===== src/rtl/pc_call_stack.sv =====
// Registered program counter with jump, branch, call and return, backed by a small
// LIFO return-address stack with sticky overflow/underflow flags.
module pc_call_stack #(
  parameter int unsigned         ADDR_W      = 8,
  parameter int unsigned         STACK_DEPTH = 4,
  parameter logic [ADDR_W-1:0]   RESET_ADDR  = '0,
  localparam int unsigned        DEPTH_W     = $clog2(STACK_DEPTH + 1)
) (
  input  logic               i_Clk,
  input  logic               i_Rst,
  input  logic               i_Stall,
  input  logic [2:0]         i_Op,
  input  logic [ADDR_W-1:0]  i_Target,
  input  logic [ADDR_W-1:0]  i_Offset,
  input  logic               i_Cond,
  output logic [ADDR_W-1:0]  o_PC,
  output logic [ADDR_W-1:0]  o_Ret_Top,
  output logic [DEPTH_W-1:0] o_Depth,
  output logic               o_Overflow,
  output logic               o_Underflow
);

  localparam int unsigned        IDX_W = (STACK_DEPTH > 1) ? $clog2(STACK_DEPTH) : 1;
  localparam logic [DEPTH_W-1:0] Full  = DEPTH_W'(STACK_DEPTH);

  localparam logic [2:0] OpJmp  = 3'b001;
  localparam logic [2:0] OpBrc  = 3'b010;
  localparam logic [2:0] OpBrr  = 3'b011;
  localparam logic [2:0] OpCall = 3'b100;
  localparam logic [2:0] OpRet  = 3'b101;
  localparam logic [2:0] OpHold = 3'b110;

  logic [ADDR_W-1:0]  r_Pc;
  logic [DEPTH_W-1:0] r_Depth;
  logic               r_Overflow;
  logic               r_Underflow;
  logic [ADDR_W-1:0]  r_Stack [STACK_DEPTH];

  logic [ADDR_W-1:0]  w_Pc_Inc;
  logic [ADDR_W-1:0]  w_Pc_Next;
  logic [IDX_W-1:0]   w_Top_Idx;
  logic [IDX_W-1:0]   w_Push_Idx;
  logic               w_Push;
  logic               w_Pop;
  logic               w_Ovf_Set;
  logic               w_Unf_Set;

  assign w_Pc_Inc   = r_Pc + ADDR_W'(1);
  assign w_Top_Idx  = IDX_W'(r_Depth - DEPTH_W'(1));
  assign w_Push_Idx = IDX_W'(r_Depth);

  always_comb begin
    w_Pc_Next = w_Pc_Inc;
    w_Push    = 1'b0;
    w_Pop     = 1'b0;
    w_Ovf_Set = 1'b0;
    w_Unf_Set = 1'b0;
    case (i_Op)
      OpJmp:  w_Pc_Next = i_Target;
      OpBrc:  if (i_Cond) w_Pc_Next = i_Target;
      // Unsigned add of equal widths wraps exactly like a sign-extended add truncated.
      OpBrr:  if (i_Cond) w_Pc_Next = r_Pc + i_Offset;
      OpCall: begin
        if (r_Depth < Full) begin
          w_Push    = 1'b1;
          w_Pc_Next = i_Target;
        end else begin
          w_Ovf_Set = 1'b1;
        end
      end
      OpRet: begin
        if (r_Depth != '0) begin
          w_Pop     = 1'b1;
          w_Pc_Next = r_Stack[w_Top_Idx];
        end else begin
          w_Unf_Set = 1'b1;
        end
      end
      OpHold:  w_Pc_Next = r_Pc;
      default: w_Pc_Next = w_Pc_Inc;
    endcase
  end

  always_ff @(posedge i_Clk) begin
    if (i_Rst) begin
      r_Pc        <= RESET_ADDR;
      r_Depth     <= '0;
      r_Overflow  <= 1'b0;
      r_Underflow <= 1'b0;
    end else if (!i_Stall) begin
      r_Pc        <= w_Pc_Next;
      r_Overflow  <= r_Overflow | w_Ovf_Set;
      r_Underflow <= r_Underflow | w_Unf_Set;
      if (w_Push) begin
        r_Depth <= r_Depth + DEPTH_W'(1);
      end else if (w_Pop) begin
        r_Depth <= r_Depth - DEPTH_W'(1);
      end
    end
  end

  // Entries are not cleared on reset; the depth gate on o_Ret_Top hides stale data.
  always_ff @(posedge i_Clk) begin
    if (!i_Rst && !i_Stall && w_Push) begin
      r_Stack[w_Push_Idx] <= w_Pc_Inc;
    end
  end

  assign o_PC        = r_Pc;
  assign o_Depth     = r_Depth;
  assign o_Overflow  = r_Overflow;
  assign o_Underflow = r_Underflow;
  assign o_Ret_Top   = (r_Depth == '0) ? '0 : r_Stack[w_Top_Idx];

endmodule


===== config.mk =====
export PLATFORM = sky130hd
export DESIGN_NAME = pc_call_stack
export DESIGN_NICKNAME = d
export VERILOG_FILES = /design/src/rtl/pc_call_stack.sv
export SDC_FILE = /design/constraint.sdc
export NUM_CORES = 1
export LEC_CHECK = 0
export BUFFER_PORTS_ARGS = -buffer_cell sky130_fd_sc_hd__buf_2
export CAP_MARGIN = 20
export CORE_AREA = 10 10 85 87
export CTS_CLUSTER_DIAMETER = 150
export DETAILED_ROUTE_END_ITERATION = 6
export DIE_AREA = 0 0 95 97
export GPL_ROUTABILITY_DRIVEN = 1
export GPL_TIMING_DRIVEN = 1
export PLACE_DENSITY_LB_ADDON = 0.3
export SLEW_MARGIN = 20
export SYNTH_ARGS = -nofsm -noshare
export SYNTH_HDL_FRONTEND = slang
export SYNTH_SLANG_ARGS = --single-unit

===== constraint.sdc =====
create_clock -name i_Clk -period 2.2 [get_ports i_Clk]
set_input_delay 0.44 -clock i_Clk [delete_from_list [all_inputs] [get_ports i_Clk]]
set_output_delay 0.44 -clock i_Clk [all_outputs]
set_load 0.02 [all_outputs]

==> metrics.log <==
INFO  metric outcome = finished, final reports clean
INFO  metric tns = 0 ns
INFO  metric finalPower = 1.88 mW
INFO  metric worst_ir_drop_vdd = 0.310 mV
INFO  metric critical_path_top_delay_cell = sky130_fd_sc_hd__mux4_2
INFO  metric hp-start = o_Overflow
INFO  metric path_clk_slew = 0.08 ns
INFO  metric crit_required = 1.76 ns
INFO  metric setup_viol = 0
INFO  metric synth-async-reset-ratio = 0
INFO  metric path_cells = buf_6 > buf_12 > mux4_2 > nor2b_4 > buf_6
INFO  metric synth.lib_cells_used.distinct = 47
INFO  metric synth.avg_cell_area = 11.8 sq um
INFO  metric core.rowCount = 27
INFO  metric ys_top_cells_by_area = sky130_fd_sc_hd__edfxtp_1, sky130_fd_sc_hd__dfxtp_1, sky130_fd_sc_hd__ha_1
INFO  metric drt_iter0_markers = 115
INFO  metric power.density_cell_area = 567 mW/mm^2
INFO  metric routed_wirelength = 6730 microns
INFO  metric floorplan.io_pins = 44
INFO  metric detailed_placement_wirelength_estimate = 5130 microns
INFO  metric dpl.cell_count = 349
INFO  metric cap_viol_max_count = 0
INFO  metric synth_warnings = 0
INFO  metric ctsHoldBuffers = 0
INFO  metric slew_viol_final = 0
INFO  metric min_delay_worst_endpoint = o_Overflow
INFO  metric clock_tree.buffer_depth = 2
INFO  metric clock_insertion_delay_worst_skew = 0.30 ns
INFO  metric final_period_minus_worst_setup_slack = 2.17 ns
INFO  metric grt_pass1_vias = 2048
INFO  metric final-hold-violation-count = 0
INFO  metric route.antenna.remaining_nets = 0
INFO  metric cts_root_buffer = sky130_fd_sc_hd__clkbuf_8
INFO  metric finalWorstSetupSlack = 0.0251 ns
INFO  metric crit_path_start_kind = register
INFO  metric yosysTopAreaCell = sky130_fd_sc_hd__edfxtp_1
INFO  metric worst_r2r_endpoint = o_PC[2]
INFO  metric clk_sinks = 45
INFO  metric postSynthNetCount = 251
INFO  metric regToRegStartpoint = o_Depth[0]
INFO  metric finish.instance_area = 0.00331 sq mm
INFO  metric syn_to_final_growth = 31.2%
INFO  metric placedInstanceArea = 0.00303 sq mm
INFO  metric gp_congestion = 0.872
INFO  metric synth_top_cell_area_share = 0.381
INFO  metric io_buffer_count = 43
INFO  metric timing.critical_path.mode_cell = sky130_fd_sc_hd__buf_6
INFO  metric syn_inst = 214
INFO  metric unrepaired_setup_endpoints_after_global_routing = yes
INFO  metric ys_seq_elements = 45
INFO  metric layout.cells.non_filler = 367
INFO  metric tritoncts.num_buffers = 5
INFO  metric vias = 2042
INFO  metric synth_flop_cell = sky130_fd_sc_hd__edfxtp_1
INFO  metric worst-slew-pin-transition = 0.536 ns
INFO  metric dpl_worst_slack = -0.00720 ns
INFO  metric post_synth_most_frequent_cells = sky130_fd_sc_hd__edfxtp_1, sky130_fd_sc_hd__nor2_1, sky130_fd_sc_hd__dfxtp_1, sky130_fd_sc_hd__ha_1
INFO  metric critPathKind = reg2out
INFO  metric synthMostInstantiatedCell = sky130_fd_sc_hd__edfxtp_1
INFO  metric wire_per_inst = 18.3 microns
INFO  metric floorplan.core_area = 0.00547 sq mm
INFO  metric via_per_inst = 5.56
INFO  metric netlist_area = 0.00252 sq mm
INFO  metric largest_net_degree_at_the_start_of_global_routing = 14
INFO  metric hold-path-cell-count = 2
INFO  metric holdCritPathClass = reg2reg
INFO  metric grt_antenna_before_repair = 0
INFO  metric fmax = 460 MHz
INFO  metric worst-r2r-cell-count = 6
INFO  metric slew_headroom = 0.642
INFO  metric detail_route.drc_violations = 0
INFO  metric seq_area_frac_synth = 0.484
INFO  metric cts_tree = built
INFO  metric crit_path_max_cell_delay = 0.56 ns
INFO  metric dieArea = 0.00922 sq mm
INFO  metric synth_enable_flop_cells = 32
INFO  metric chipHeight = 97 microns
INFO  metric worst-path-max-fanout = 6
INFO  metric arrival_time_at_the_worst_endpoint = 1.73 ns
INFO  metric number_of_filler_cells_placed_in_the_layout = 466
INFO  metric dieWidth = 95 microns
INFO  metric r2r_slack = 0.15 ns
INFO  metric end_kind = output port
INFO  metric start_util = 0.461
INFO  metric antenna_cells = 0
INFO  metric static-leakage-power = 1.32 nW
INFO  metric finish.net_count = 331
INFO  metric final.period_utilization = 0.989
INFO  metric drive_gt1_frac = 0.390
INFO  metric clock-skew-final = 0.00701 ns
INFO  metric drt_pre_antenna_iters = 4
INFO  metric groute.usage.overall = 0.146
INFO  metric grt_overflow = 0
INFO  metric grt_pass1_wl = 10700 microns
INFO  metric cts_htree_levels = 2
[worst max-delay path, delay by kind of cell (launching register included)]
kind	cells	cell delay (ns)
buffers and inverters	3	0.37
flip-flops	1	0.36
multiplexers	1	0.56
AND/OR/NAND/NOR	1	0.16
[where the power goes]
| part | leakage, nW | internal (mW) | switching, mW | total [mW] |
|---|---|---|---|---|
| logic | 0.887 | 0.204 | 0.238 | 0.442 |
| clock network | 0.0399 | 0.221 | 0.264 | 0.485 |
| registers | 0.397 | 0.934 | 0.0166 | 0.950 |
| total | 1.32 | 1.36 | 0.519 | 1.88 |
[cell usage in the layout (no fill, tap or decap), types with 5 or more instances in the layout]
cell,n
sky130_fd_sc_hd__buf_2,35
sky130_fd_sc_hd__buf_4,33
sky130_fd_sc_hd__edfxtp_1,32
sky130_fd_sc_hd__nor2_1,19
sky130_fd_sc_hd__ha_1,12
sky130_fd_sc_hd__buf_6,11
sky130_fd_sc_hd__nand2_1,10
sky130_fd_sc_hd__a21oi_1,10
sky130_fd_sc_hd__dfxtp_1,10
sky130_fd_sc_hd__mux4_2,8
sky130_fd_sc_hd__a211oi_1,8
sky130_fd_sc_hd__inv_1,7
sky130_fd_sc_hd__nor2b_4,6
sky130_fd_sc_hd__o21ai_0,6
sky130_fd_sc_hd__xnor2_1,5
sky130_fd_sc_hd__and2_1,5
sky130_fd_sc_hd__a221oi_1,5
sky130_fd_sc_hd__clkbuf_8,5
[kinds of logic after synthesis]
| kind of cell | after synthesis | synth area share |
|---|---|---|
| XOR/XNOR | 9 | 0.0312 |
| multiplexers | 9 | 0.0768 |
| adder cells (fa/ha/maj) | 14 | 0.0724 |
| AND/OR/NAND/NOR | 67 | 0.142 |
| AO/OA/AOI/OAI | 52 | 0.157 |
| buffers and inverters | 18 | 0.0367 |
| flip-flops | 45 | 0.484 |
[through the flow]
stage	utilization	hold slack, ns
2_1_floorplan	-	0.512
3_3_place_gp	0.553	0.447
3_5_place_dp	0.553	0.455
4_1_cts	0.578	0.473
5_1_grt	0.605	0.523
6_report	0.605	0.467
[metal layers]
layer / share of wire / wire length [microns] / vias up / GRT usage
met3: 0.055 / 372 / 7 / 0.0362
met1: 0.45 / 3040 / 998 / 0.195
met5: 0 / 0 / - / 0
met4: 0.012 / 80 / 0 / 0.0400
li1: - / - / 982 / -
met2: 0.48 / 3240 / 55 / 0.228
[worst max path at each step]
stage / start / to / cells past startpoint / slack [ns]
global placement: i_Offset[0] / o_PC[6] / 9 / 0.04
global route: o_Depth[0] / o_Ret_Top[2] / 5 / -0.02
floorplan: o_Depth[0] / o_PC[7] / 9 / 0.04
CTS: o_Depth[0] / o_Ret_Top[3] / 6 / -0.02
detailed placement: i_Offset[0] / o_PC[6] / 9 / -0.007
finish: o_Depth[0] / o_Ret_Top[2] / 5 / 0.03
[flip-flops by register name, summed over array words and instances (netlist names)]
register	flops
r_Stack	32
o_PC	8
o_Depth	3
o_Overflow	1
o_Underflow	1
[repair_timing]
action                                  4_1_cts  5_1_grt
endpoints found under the setup margin        7       10
gates resized for setup                       8       26
endpoints found under the hold margin         0        0
pin swaps                                     1        1
cloned                                        0        1
buffers inserted                              4        5
[area by class of cell]
type / count / area (sq um) / area share
clock inverters: 1 / 3.75 / 0.00113
inverters: 9 / 33.8 / 0.0102
flip-flops and latches: 45 / 1220 / 0.370
clock buffers: 7 / 76.3 / 0.0230
well taps: 72 / 90.1 / 0.0272
repair buffers: 82 / 612 / 0.185
multi-input cells: 151 / 1270 / 0.384
Power figures use the tool's default switching activity.
